### config.mk
export PLATFORM = sky130hd
export DESIGN_NAME = rank_table_drainer
export DESIGN_NICKNAME = d
export VERILOG_FILES = /design/src/rtl/rank_table_drainer.sv
export SDC_FILE = /design/constraint.sdc
export NUM_CORES = 1
export LEC_CHECK = 0
export BUFFER_PORTS_ARGS = -buffer_cell sky130_fd_sc_hd__buf_2
export CAP_MARGIN = 40
export CELL_PAD_IN_SITES_DETAIL_PLACEMENT = 1
export CELL_PAD_IN_SITES_GLOBAL_PLACEMENT = 1
export CORE_MARGIN = 2
export CORE_UTILIZATION = 33
export CTS_BUF_LIST = sky130_fd_sc_hd__clkbuf_4
export CTS_CLUSTER_SIZE = 24
export DETAILED_ROUTE_END_ITERATION = 8
export HOLD_SLACK_MARGIN = 0.08
export PLACE_DENSITY = 0.8
export SLEW_MARGIN = 20
export SYNTH_ARGS = -nofsm -noshare
export SYNTH_HDL_FRONTEND = slang
export SYNTH_SLANG_ARGS = --single-unit
### constraint.sdc
create_clock -name clk -period 1.69 [get_ports clk]
set_input_delay 0.0845 -clock clk [delete_from_list [all_inputs] [get_ports clk]]
set_output_delay 0.0845 -clock clk [all_outputs]
set_load 0.1 [all_outputs]
### src/rtl/rank_table_drainer.sv
// Drains a DEPTH-entry table in one ascending pass, handing each entry whose
// bit 0 is set to a downstream valid/ready port and counting accepted entries.
module rank_table_drainer #(
  parameter int WIDTH    = 16,
  parameter int ADDWIDTH = 4
) (
  input  logic                clk,
  input  logic                reset,
  input  logic                start,
  input  logic                abort,
  output logic                readEnable,
  output logic [ADDWIDTH-1:0] source,
  input  logic [WIDTH-1:0]    dataOut,
  output logic                out_valid,
  input  logic                out_ready,
  output logic [WIDTH-1:0]    out_data,
  output logic [ADDWIDTH-1:0] out_addr,
  output logic                busy,
  output logic                done,
  output logic [ADDWIDTH:0]   sent_count
);

  typedef enum logic [2:0] {
    IDLE,
    READ,
    CAPTURE,
    SEND,
    DONE
  } state_t;

  localparam logic [ADDWIDTH-1:0] LAST_ADDR = '1;
  localparam logic [ADDWIDTH-1:0] ADDR_ONE  = 1;
  localparam logic [ADDWIDTH:0]   COUNT_ONE = 1;

  state_t              state_q;
  logic [ADDWIDTH-1:0] addr_q;
  logic [ADDWIDTH-1:0] addr_d;
  logic                rdEn_q;
  logic                valid_q;
  logic [WIDTH-1:0]    data_q;
  logic [ADDWIDTH-1:0] outAddr_q;
  logic                busy_q;
  logic                done_q;
  logic [ADDWIDTH:0]   count_q;
  logic [ADDWIDTH:0]   count_d;
  logic                lastAddr;

  always_comb begin
    addr_d   = addr_q + ADDR_ONE;
    count_d  = count_q + COUNT_ONE;
    lastAddr = (addr_q == LAST_ADDR);
  end

  // Every output is a register set on the transition into the state that owns it,
  // so readEnable is high exactly in READ and done exactly in DONE.
  always_ff @(posedge clk) begin
    if (reset) begin
      state_q   <= IDLE;
      addr_q    <= '0;
      rdEn_q    <= 1'b0;
      valid_q   <= 1'b0;
      data_q    <= '0;
      outAddr_q <= '0;
      busy_q    <= 1'b0;
      done_q    <= 1'b0;
      count_q   <= '0;
    end else begin
      rdEn_q <= 1'b0;
      done_q <= 1'b0;
      if (abort && (state_q != IDLE)) begin
        state_q <= IDLE;
        valid_q <= 1'b0;
        busy_q  <= 1'b0;
      end else begin
        case (state_q)
          IDLE: begin
            if (start && !abort) begin
              addr_q  <= '0;
              count_q <= '0;
              rdEn_q  <= 1'b1;
              busy_q  <= 1'b1;
              state_q <= READ;
            end
          end
          READ: begin
            state_q <= CAPTURE;
          end
          CAPTURE: begin
            if (dataOut[0]) begin
              data_q    <= dataOut;
              outAddr_q <= addr_q;
              valid_q   <= 1'b1;
              state_q   <= SEND;
            end else if (lastAddr) begin
              done_q  <= 1'b1;
              state_q <= DONE;
            end else begin
              addr_q  <= addr_d;
              rdEn_q  <= 1'b1;
              state_q <= READ;
            end
          end
          SEND: begin
            if (out_ready) begin
              valid_q <= 1'b0;
              count_q <= count_d;
              if (lastAddr) begin
                done_q  <= 1'b1;
                state_q <= DONE;
              end else begin
                addr_q  <= addr_d;
                rdEn_q  <= 1'b1;
                state_q <= READ;
              end
            end
          end
          DONE: begin
            busy_q  <= 1'b0;
            state_q <= IDLE;
          end
          default: begin
            valid_q <= 1'b0;
            busy_q  <= 1'b0;
            state_q <= IDLE;
          end
        endcase
      end
    end
  end

  assign readEnable = rdEn_q;
  assign source     = addr_q;
  assign out_valid  = valid_q;
  assign out_data   = data_q;
  assign out_addr   = outAddr_q;
  assign busy       = busy_q;
  assign done       = done_q;
  assign sent_count = count_q;

endmodule

==> impl_metrics.env <==
export IMPL_ys_ff_latch=36
export IMPL_rsz0062_at_grt="no"
export IMPL_cts_root_buf="clkbuf_4"
export IMPL_finalCoreUtilization_pct=47.0
export IMPL_cts_buffers=5
export IMPL_die_h_um=73.1
export IMPL_p_switching_w=0.000479
export IMPL_cts_max_level=2
export IMPL_cp_data_arrival_time_ns=1.84
export IMPL_hp_class="primary input to flip-flop"
export IMPL_synth_top_cell_by_area="dfxtp_1"
export IMPL_firstDrtPassIters=4
export IMPL_cts_tree="done"
export IMPL_yosysWarnings=0
export IMPL_grt_max_degree=21
export IMPL_start_kind="flip-flop"
export IMPL_p_sw_share_pct=27.5
export IMPL_rows=25
export IMPL_critPathMaxStageDelay_ns=0.51
export IMPL_hold_slack_ns=0.115
export IMPL_slew_viol_final=0
export IMPL_clk_pin_slew_ns=0.11
export IMPL_comb_power_share_pct=16.0
export IMPL_dpl_worst_slack_ns=0.0840
export IMPL_clk_insertion_delay_late_ns=0.34
export IMPL_criticalPathCategory="flip-flop to flip-flop"
export IMPL_wl_mm=4.18
export IMPL_status="completed"
export IMPL_clock_path_buffers=2
export IMPL_synthCells=189
export IMPL_n_fill_cell=590
export IMPL_grt_pass1_wl_mm=7.11
export IMPL_synth_top_area_share_pct=45.8
export IMPL_core_um2=4660
export IMPL_fin_ws_ns=0.103
export IMPL_dpl_cell_count=294
export IMPL_power_frac_clock_pct=33.9
export IMPL_cts_sinks=36
export IMPL_first_iter_violations=47
export IMPL_leakagePower_nw=0.942
export IMPL_clock_skew_ns=0.00447
export IMPL_end_kind="flip-flop"
export IMPL_wl_per_cell_um=13.1
export IMPL_num_vias=1569
export IMPL_netlist_area_um2=1580
export IMPL_power_density_nw_per_um2=794
export IMPL_cp_max_fo=8
export IMPL_cts_setup_buffers=0
export IMPL_async_flop_share_pct=0
export IMPL_fin_cells=319
export IMPL_ir_drop_mv=0.331
export IMPL_required_ns=1.94
export IMPL_yosysSeqAreaShare_pct=45.8
export IMPL_fp_dieW_um=73.1
export IMPL_diodes=0
export IMPL_power_w=0.00174
export IMPL_p_int_w=0.00126
export IMPL_max_freq_mhz=630
export IMPL_fin_nets=287
export IMPL_ios=54
export IMPL_die_area_um2=5340
export IMPL_syn2layout_area_growth_pct=39.2
export IMPL_grt_antenna_before_repair=0
export IMPL_synth_edff_count=0
export IMPL_mostFrequentLayoutCells="53 x buf_2, 44 x nand2_1, 29 x dfxtp_1, 26 x a21oi_1, 17 x dlygate4sd3_1"
export IMPL_cpMaxStageDelayCell="or4_4"
export IMPL_fin_crit_sh_pct=93.9
export IMPL_post_route_min_period_ns=1.59
export IMPL_hold_violations=0
export IMPL_ys_flop_type="dfxtp_1"
export IMPL_drt_antenna_violating_nets=0
export IMPL_syn_nets=212
export IMPL_grt_overflow=0
export IMPL_setup_violations=0
export IMPL_timing_worst_slew_pin_value_ns=0.497
export IMPL_grt_pass1_vias=1582
export IMPL_drc_errors=0
export IMPL_crit_path_cell_trace="ha_2 > nand3_2 > nand2_1 > or4_4 > o32ai_2"
export IMPL_track_usage_pct=16.8
export IMPL_via_per_inst=4.92
export IMPL_synth_cell_type_count=42
export IMPL_seq_power_share_pct=50.1
export IMPL_max_slew_margin_rel_pct=67.1
export IMPL_start_util_pct=33.8
export IMPL_ys_top_cells_by_area="dfxtp_1 46%, nand2_1 10%, a21oi_1 8.3%, nor2_1 3.1%, nand2b_1 2.4%"
export IMPL_drive_gt1_share_pct=32.5
export IMPL_max_cap_viol_count=0
export IMPL_postSynthAreaPerCell_um2=8.33
export IMPL_layout_commonest_cell="buf_2"
export IMPL_finalWeightedCongestion=0.811
export IMPL_port_buffers=53
export IMPL_dp_hpwl_mm=2.96
-- synth_stat cells, types with 2 or more instances --
cell type	count
a21oi_1	26
and3_1	2
buf_2	3
clkbuf_1	6
dfxtp_1	36
ha_1	2
inv_1	2
nand2_1	44
nand2b_1	6
nand3_1	5
nor2_1	13
nor2b_1	3
nor3b_1	2
nor4bb_1	2
o211ai_1	2
o21ai_0	4
o32ai_2	2
or4_1	2
xor2_1	4
-- cells by family after synthesis --
family                   Yosys count  share of synthesized area [%]
adder cells (fa/ha/maj)            2                           1.59
flip-flops                        36                           45.8
buffers and inverters             13                           4.05
multiplexers                       2                           1.35
XOR/XNOR                           4                           2.22
AND/OR/NAND/NOR                   87                           26.8
AO/OA/AOI/OAI                     45                           18.3
-- final timing paths --
check        depth (start not counted)  slack (ns)                     start                        to
min                                  3        0.12                dataOut[0]   state_q[1]$_SDFFE_PP0P_
max                                  5        0.10    source[0]$_SDFFE_PP0P_    source[3]$_SDFFE_PP0P_
max reg2reg                          5        0.10    source[0]$_SDFFE_PP0P_    source[3]$_SDFFE_PP0P_
min reg2reg                          2        0.46  out_data[3]$_SDFFE_PP0P_  out_data[3]$_SDFFE_PP0P_
-- cell type report --
cell class / count / area [um^2] / share of cell area, %
clock buffer: 5 / 37.5 / 1.71
clock inverter: 3 / 37.5 / 1.71
inverter: 2 / 7.51 / 0.342
multi-input combinational: 140 / 805 / 36.7
sequential: 36 / 734 / 33.5
tap: 54 / 67.6 / 3.08
timing repair buffer: 79 / 503 / 22.9
-- routing by layer --
layer	up-vias	GRT usage [%]	routed length, um
met2	40	29.0	2030
li1	795	-	-
met5	-	0	0
met3	6	3.87	183
met4	0	4.94	56
met1	728	20.6	1900
-- state kept, by name, indices dropped and copies added, names as in the netlist --
name	flops
busy	1
out_addr	4
state_q	3
out_data	16
out_valid	1
sent_count	5
done	1
source	4
readEnable	1
-- per-stage QoR --
stage | setup TNS (ns) | cell area (um^2)
finish | 0 | 2190
detailed placement | 0 | 1950
floorplan | -0.0268 | 1600
CTS | 0 | 2190
global placement | 0 | 1950
global route | 0 | 2190
-- power groups by stage --
| stage | combinational, W | sequential, W | clock, W |
|---|---|---|---|
| after floorplan | 0.0000929 | 0.000975 | 0 |
| after global placement | 0.000244 | 0.000891 | 0 |
| after detailed placement | 0.000248 | 0.000892 | 0 |
| after CTS | 0.000279 | 0.000873 | 0.000611 |
| after global routing | 0.000302 | 0.000875 | 0.000645 |
| final | 0.000278 | 0.000872 | 0.000590 |
-- critical path, delay by kind of cell, from the launching register on --
kind / cells / cell delay [ns]
AOI/OAI and AO/OA: 1 / 0.24
adders and majority gates: 1 / 0.20
DFF: 1 / 0.38
and+or+nand+nor: 3 / 0.68
-- repair_timing --
action,4_1_cts,5_1_grt
hold endpoints to repair,18,0
resized for setup,0,1
hold buffers,17,0
endpoints found under the setup margin,0,2
Power figures use the tool's default switching activity.
